===== config.mk =====
export PLATFORM = sky130hd
export DESIGN_NAME = sync_tx_arbiter
export DESIGN_NICKNAME = d
export VERILOG_FILES = /design/src/rtl/sync_tx_arbiter.sv
export SDC_FILE = /design/constraint.sdc
export NUM_CORES = 1
export LEC_CHECK = 0
export BUFFER_PORTS_ARGS = -buffer_cell sky130_fd_sc_hd__buf_2
export CORE_MARGIN = 2
export CORE_UTILIZATION = 40
export CTS_CLUSTER_SIZE = 40
export DETAILED_ROUTE_END_ITERATION = 10
export PLACE_DENSITY = 0.66
export SLEW_MARGIN = 30
export SYNTH_ARGS = -nofsm -noshare
export SYNTH_HDL_FRONTEND = slang
export SYNTH_SLANG_ARGS = --single-unit

===== constraint.sdc =====
create_clock -name clk -period 2.53 [get_ports clk]
set_clock_uncertainty 0.2 [all_clocks]
set_input_delay 0.506 -clock clk [delete_from_list [all_inputs] [get_ports clk]]
set_output_delay 0.506 -clock clk [all_outputs]
set_load 0.03 [all_outputs]

===== src/rtl/sync_tx_arbiter.sv =====
// sync_tx_arbiter: round-robin sequencer sharing one DataSync CDC channel between N requesters.
// Define SYNC_ARB_TIMEOUT_EN to bound the DRAIN wait and raise a sticky timeout_err.
module sync_tx_arbiter #(
    parameter int N       = 4,
    parameter int W       = 4,
    parameter int IDW     = 2,
    parameter int GAP     = 8,
    parameter int TIMEOUT = 1024
) (
    input  logic               clk,
    input  logic               reset,
    input  logic [N-1:0]       req,
    input  logic [N*W-1:0]     req_data,
    output logic [N-1:0]       ack,
    output logic [W+IDW-1:0]   sync_data,
    output logic               sync_valid,
    input  logic               sync_busy,
    output logic [IDW-1:0]     active_id,
    output logic               timeout_err
);
    if (N < 2 || N > 8 || (2 ** IDW) < N || GAP < 0 || GAP > 255 || TIMEOUT < 1) begin : g_bad_param
        $error("sync_tx_arbiter: illegal parameter set");
    end
    typedef enum logic [2:0] {S_IDLE, S_ISSUE, S_ARM, S_DRAIN, S_GAP} state_t;
    state_t         state, state_nxt;
    logic [IDW-1:0] ptr, gnt_idx;
    logic           found, grant, tmo_hit;
    logic [7:0]     gap_cnt;
    // Descending scan so the requester closest after ptr wins.
    always_comb begin
        found   = 1'b0;
        gnt_idx = '0;
        for (int k = N; k >= 1; k--) begin
            if (req[IDW'((int'(ptr) + k) % N)]) begin
                found   = 1'b1;
                gnt_idx = IDW'((int'(ptr) + k) % N);
            end
        end
    end
    always_ff @(posedge clk or posedge reset) begin
        if (reset) state <= S_IDLE;
        else       state <= state_nxt;
    end
    always_comb begin
        state_nxt = state;
        grant     = 1'b0;
        case (state)
            S_IDLE: begin
                grant     = found && !sync_busy;
                state_nxt = grant ? S_ISSUE : S_IDLE;
            end
            S_ISSUE: state_nxt = S_ARM;
            S_ARM:   state_nxt = S_DRAIN;
            S_DRAIN: state_nxt = (!sync_busy || tmo_hit) ? (GAP == 0 ? S_IDLE : S_GAP) : S_DRAIN;
            S_GAP:   state_nxt = (gap_cnt == 8'(GAP - 1)) ? S_IDLE : S_GAP;
            default: state_nxt = S_IDLE;
        endcase
    end
    always_ff @(posedge clk or posedge reset) begin
        if (reset) begin
            ack        <= '0;
            sync_data  <= '0;
            sync_valid <= 1'b0;
            active_id  <= '0;
            ptr        <= IDW'(N - 1);
            gap_cnt    <= '0;
        end else begin
            ack        <= grant ? (N'(1) << gnt_idx) : '0;
            sync_valid <= (state == S_ISSUE);
            gap_cnt    <= (state == S_GAP) ? gap_cnt + 8'd1 : 8'd0;
            if (grant) begin
                sync_data <= {gnt_idx, W'(req_data >> (int'(gnt_idx) * W))};
                active_id <= gnt_idx;
                ptr       <= gnt_idx;
            end
        end
    end
`ifdef SYNC_ARB_TIMEOUT_EN
    localparam int TW = $clog2(TIMEOUT + 1);
    logic [TW-1:0] tmo_cnt;
    assign tmo_hit = (state == S_DRAIN) && (tmo_cnt == TW'(TIMEOUT - 1));
    always_ff @(posedge clk or posedge reset) begin
        if (reset) begin
            tmo_cnt     <= '0;
            timeout_err <= 1'b0;
        end else begin
            tmo_cnt <= (state == S_DRAIN) ? tmo_cnt + 1'b1 : '0;
            if (tmo_hit) timeout_err <= 1'b1;
        end
    end
`else
    assign tmo_hit     = 1'b0;
    assign timeout_err = 1'b0;
`endif
endmodule


==> impl_metrics.csv <==
group,metric,value,unit
pwr,p_leak,0.735,nW
yosys,postSynthAreaPerCell,10.8,µm²
worst_setup_path,reg2reg_setup_slack,0.33,ns
finish,fill_cell_count,294,
place,globalplace.congestion,0.813,
finish,leading_cell_types_in_the_layout_fill_and_taps_excluded,"buf_2 (35), dfrtp_1 (22), nor2_1 (14)",
yosys,yosys.area_share.simple,0.244,
yosys,synth_compound_gate_area_share,0.157,
routing,drt-initial-drc-count,33,
sta,period_needed,2.20,ns
worst_setup_path,criticalPathCategory,"flop to flop",
clock_tree,cts_setup_buffers,0,
clock_tree,ctsResizeCount,0,
outcome,outcome,"completed",
finish,nets,180,
place,numPortBuffers,35,
sta,layout_worst_path_cycle_share,0.869,
floorplanning,die-area,0.00359,mm²
floorplanning,io_pins,37,
finish,layout-area-overhead-vs-synth,21.5,%
sta,tns,0,ns
yosys,synth.mux.area_fraction,0.0480,
yosys,synth.yosys.seq_area_share,0.482,
global_routing,grt_antenna_before_repair,0,
floorplanning,die_height,59.9,µm
worst_setup_path,crit_fanout,7,
global_routing,grt_start_max_net_pins,25,
yosys,leading_register_cell_type_out_of_synthesis,"dfrtp_1",
global_routing,grt_pass1_wl,4400,µm
worst_setup_path,worstRegToRegCells,5,
sta,max_clock_freq,455,MHz
clock_tree,clock_sinks,24,
worst_setup_path,critical_path_data_arrival_time,2.21,ns
routing,dr_total_vias,1022,
clock_tree,insertion_delay_to_the_later_sink_of_the_worst_skew_pair,0.31,ns
finish,antenna-diode-count,0,
yosys,synth_edf_count,0,
yosys,cell_count_after_synthesis,116,
worst_setup_path,reg2reg_to,"sync_data[2]",
yosys,async_set_or_reset_register_ratio_after_synthesis,1.00,
place,dp_hpwl,2000,µm
sta,grt_setup_unrepaired,"false",
sta,hold_violations,0,
routing,antenna_violating_nets_post_route,0,
clock_tree,cts_htree_levels,1,
sta,final-max-slew-violation-count,0,
place,place_worst_setup_slack,0.164,ns
clock_tree,number_of_buffers_added_by_the_clock_tree_synthesis_step,3,
sta,setup_viol_count_final,0,
clock_tree,postCtsHoldBufs,0,
worst_setup_path,setup.worst_path.end_class,"flop",
floorplanning,core_area,0.00300,mm²
global_routing,grt_pass1_vias,1003,
worst_setup_path,regToRegStartpoint,"ptr[0]",
yosys,synthTopCellsByArea,"dfrtp_1 (44%), mux2_4 (4.8%), dfstp_2 (4.2%)",
yosys,ys_ff_latch,24,
yosys,yosys.cell_types.count,38,
yosys,yosys.area_share.adder,0.0100,
floorplanning,die_width,59.9,µm
pwr,power_per_cell_area,972,mW/mm²
job,timing.max_cap.violations,0,
floorplanning,rows,20,
worst_setup_path,startpoint_type,"flop",
clock_tree,library_cell_used_as_clock_root_buffer,"clkbuf_4",
clock_tree,cts_tree,"done",
routing,drc,0,
sta,postLayoutSetupSlackWorst,0.332,ns
routing,routed_wirelength,2580,µm
finish,mostFrequentLayoutCell,"buf_2",
clock_tree,clkTransAtPathRegs,0.13,ns
clock_tree,max-clock-path-buffers,2,
yosys,post_synth_xor_area_fraction,0.0350,
worst_setup_path,worst-endpoint-required,2.54,ns
yosys,synth_top_family_by_area,"simple AND/OR/NAND/NOR gates",
yosys,net_count_after_synthesis,140,
yosys,synth_top_cell_area_share,0.440,
global_routing,grt_usage,0.165,
pwr,max-vdd-ir-drop,0.424,mV
routing,post_drt_wl_per_cell,13.7,µm
yosys,mappedNetlistArea,0.00125,mm²
pwr,report.power.total,0.00148,W
yosys,synth_area_leader_cell,"dfrtp_1",
finish,layout-drive-gt1-share,0.361,
routing,drt-pass1-iter-count,4,
global_routing,gr-total-overflow,0,
yosys,ys_warn_count,0,
worst_hold_path,min_path_type,"primary input to asynchronous set/reset pin",
routing,viasPerCell,5.44,
floorplanning,start_util,0.417,
==> stage by stage <==
step / cell area, µm² / cells / hold slack [ns] / utilization
3_5_place_dp: 1470 / 184 / 0.252 / 0.489
4_1_cts: 1520 / 188 / 0.00551 / 0.506
6_report: 1520 / 188 / 0.00780 / 0.506
3_3_place_gp: 1470 / 184 / 0.242 / 0.489
5_1_grt: 1520 / 188 / 0.0236 / 0.506
2_1_floorplan: 1250 / 116 / 0.225 / -
==> logic make-up after synthesis <==
kind of cell,count (synthesis)
buffers and inverters,4
multiplexers,4
other,1
AND/OR/NAND/NOR,51
XOR/XNOR,5
flip-flops,24
AO/OA/AOI/OAI,26
adder cells (fa/ha/maj),1
==> worst max-delay path by stage <==
stage / start / end / depth (start not counted)
after detailed placement: req[3] / sync_data[2] / 6
final: ptr[0] / sync_data[2] / 5
after global placement: req[3] / sync_data[1] / 6
after global routing: ptr[0] / sync_data[1] / 5
after CTS: ptr[0] / sync_data[2] / 5
after floorplan: req[3] / sync_data[0] / 5
==> power breakdown <==
group	leakage, nW	switching, W	internal, W	total [W]
clock network	0.0279	0.000112	0.000160	0.000272
logic	0.396	0.000363	0.000249	0.000612
registers	0.312	0.0000988	0.000495	0.000594
total	0.735	0.000574	0.000904	0.00148
==> per-layer routing <==
| layer | share of wire | track usage | up-vias |
|---|---|---|---|
| met5 | 0 | 0 | - |
| met4 | 0.010 | 0.0667 | 0 |
| met3 | 0.055 | 0.0281 | 2 |
| met2 | 0.50 | 0.276 | 40 |
| met1 | 0.44 | 0.211 | 484 |
| li1 | - | - | 496 |
==> cell usage after synthesis (2+ instances only) <==
cell type / n
dfstp_2: 2
nand3_1: 5
xnor2_1: 2
a221o_1: 4
a21oi_1: 8
nand2b_1: 2
nand4_1: 4
o21ai_0: 3
nand2_1: 7
nor3_1: 2
nor2b_1: 4
mux2_4: 4
and3_1: 3
xor2_1: 3
buf_4: 3
nor2_1: 14
dfrtp_1: 22
o31ai_1: 4
==> sequential cells by signal, indices dropped and copies added, names as in the netlist <==
signal      flops
state           3
active_id       2
sync_valid      1
ptr             2
gap_cnt         8
ack             4
sync_data       4
==> critical path: stages (launching register included) <==
cell	delay, ns
dfstp_2	0.60
nor2b_4	0.06
o21a_4	0.24
nor3_4	0.36
mux2_4	0.34
a221o_1	0.31
==> final cells by class <==
type,instances,area [µm²],area share
Timing Repair Buffer,38,198,0.130
Clock inverter,1,30.0,0.0198
Clock buffer,3,22.5,0.0148
Multi-Input combinational cell,88,622,0.409
Sequential cell,24,603,0.397
Inverter,1,3.75,0.00247
Tap cell,33,41.3,0.0272
Power figures use the tool's default switching activity.
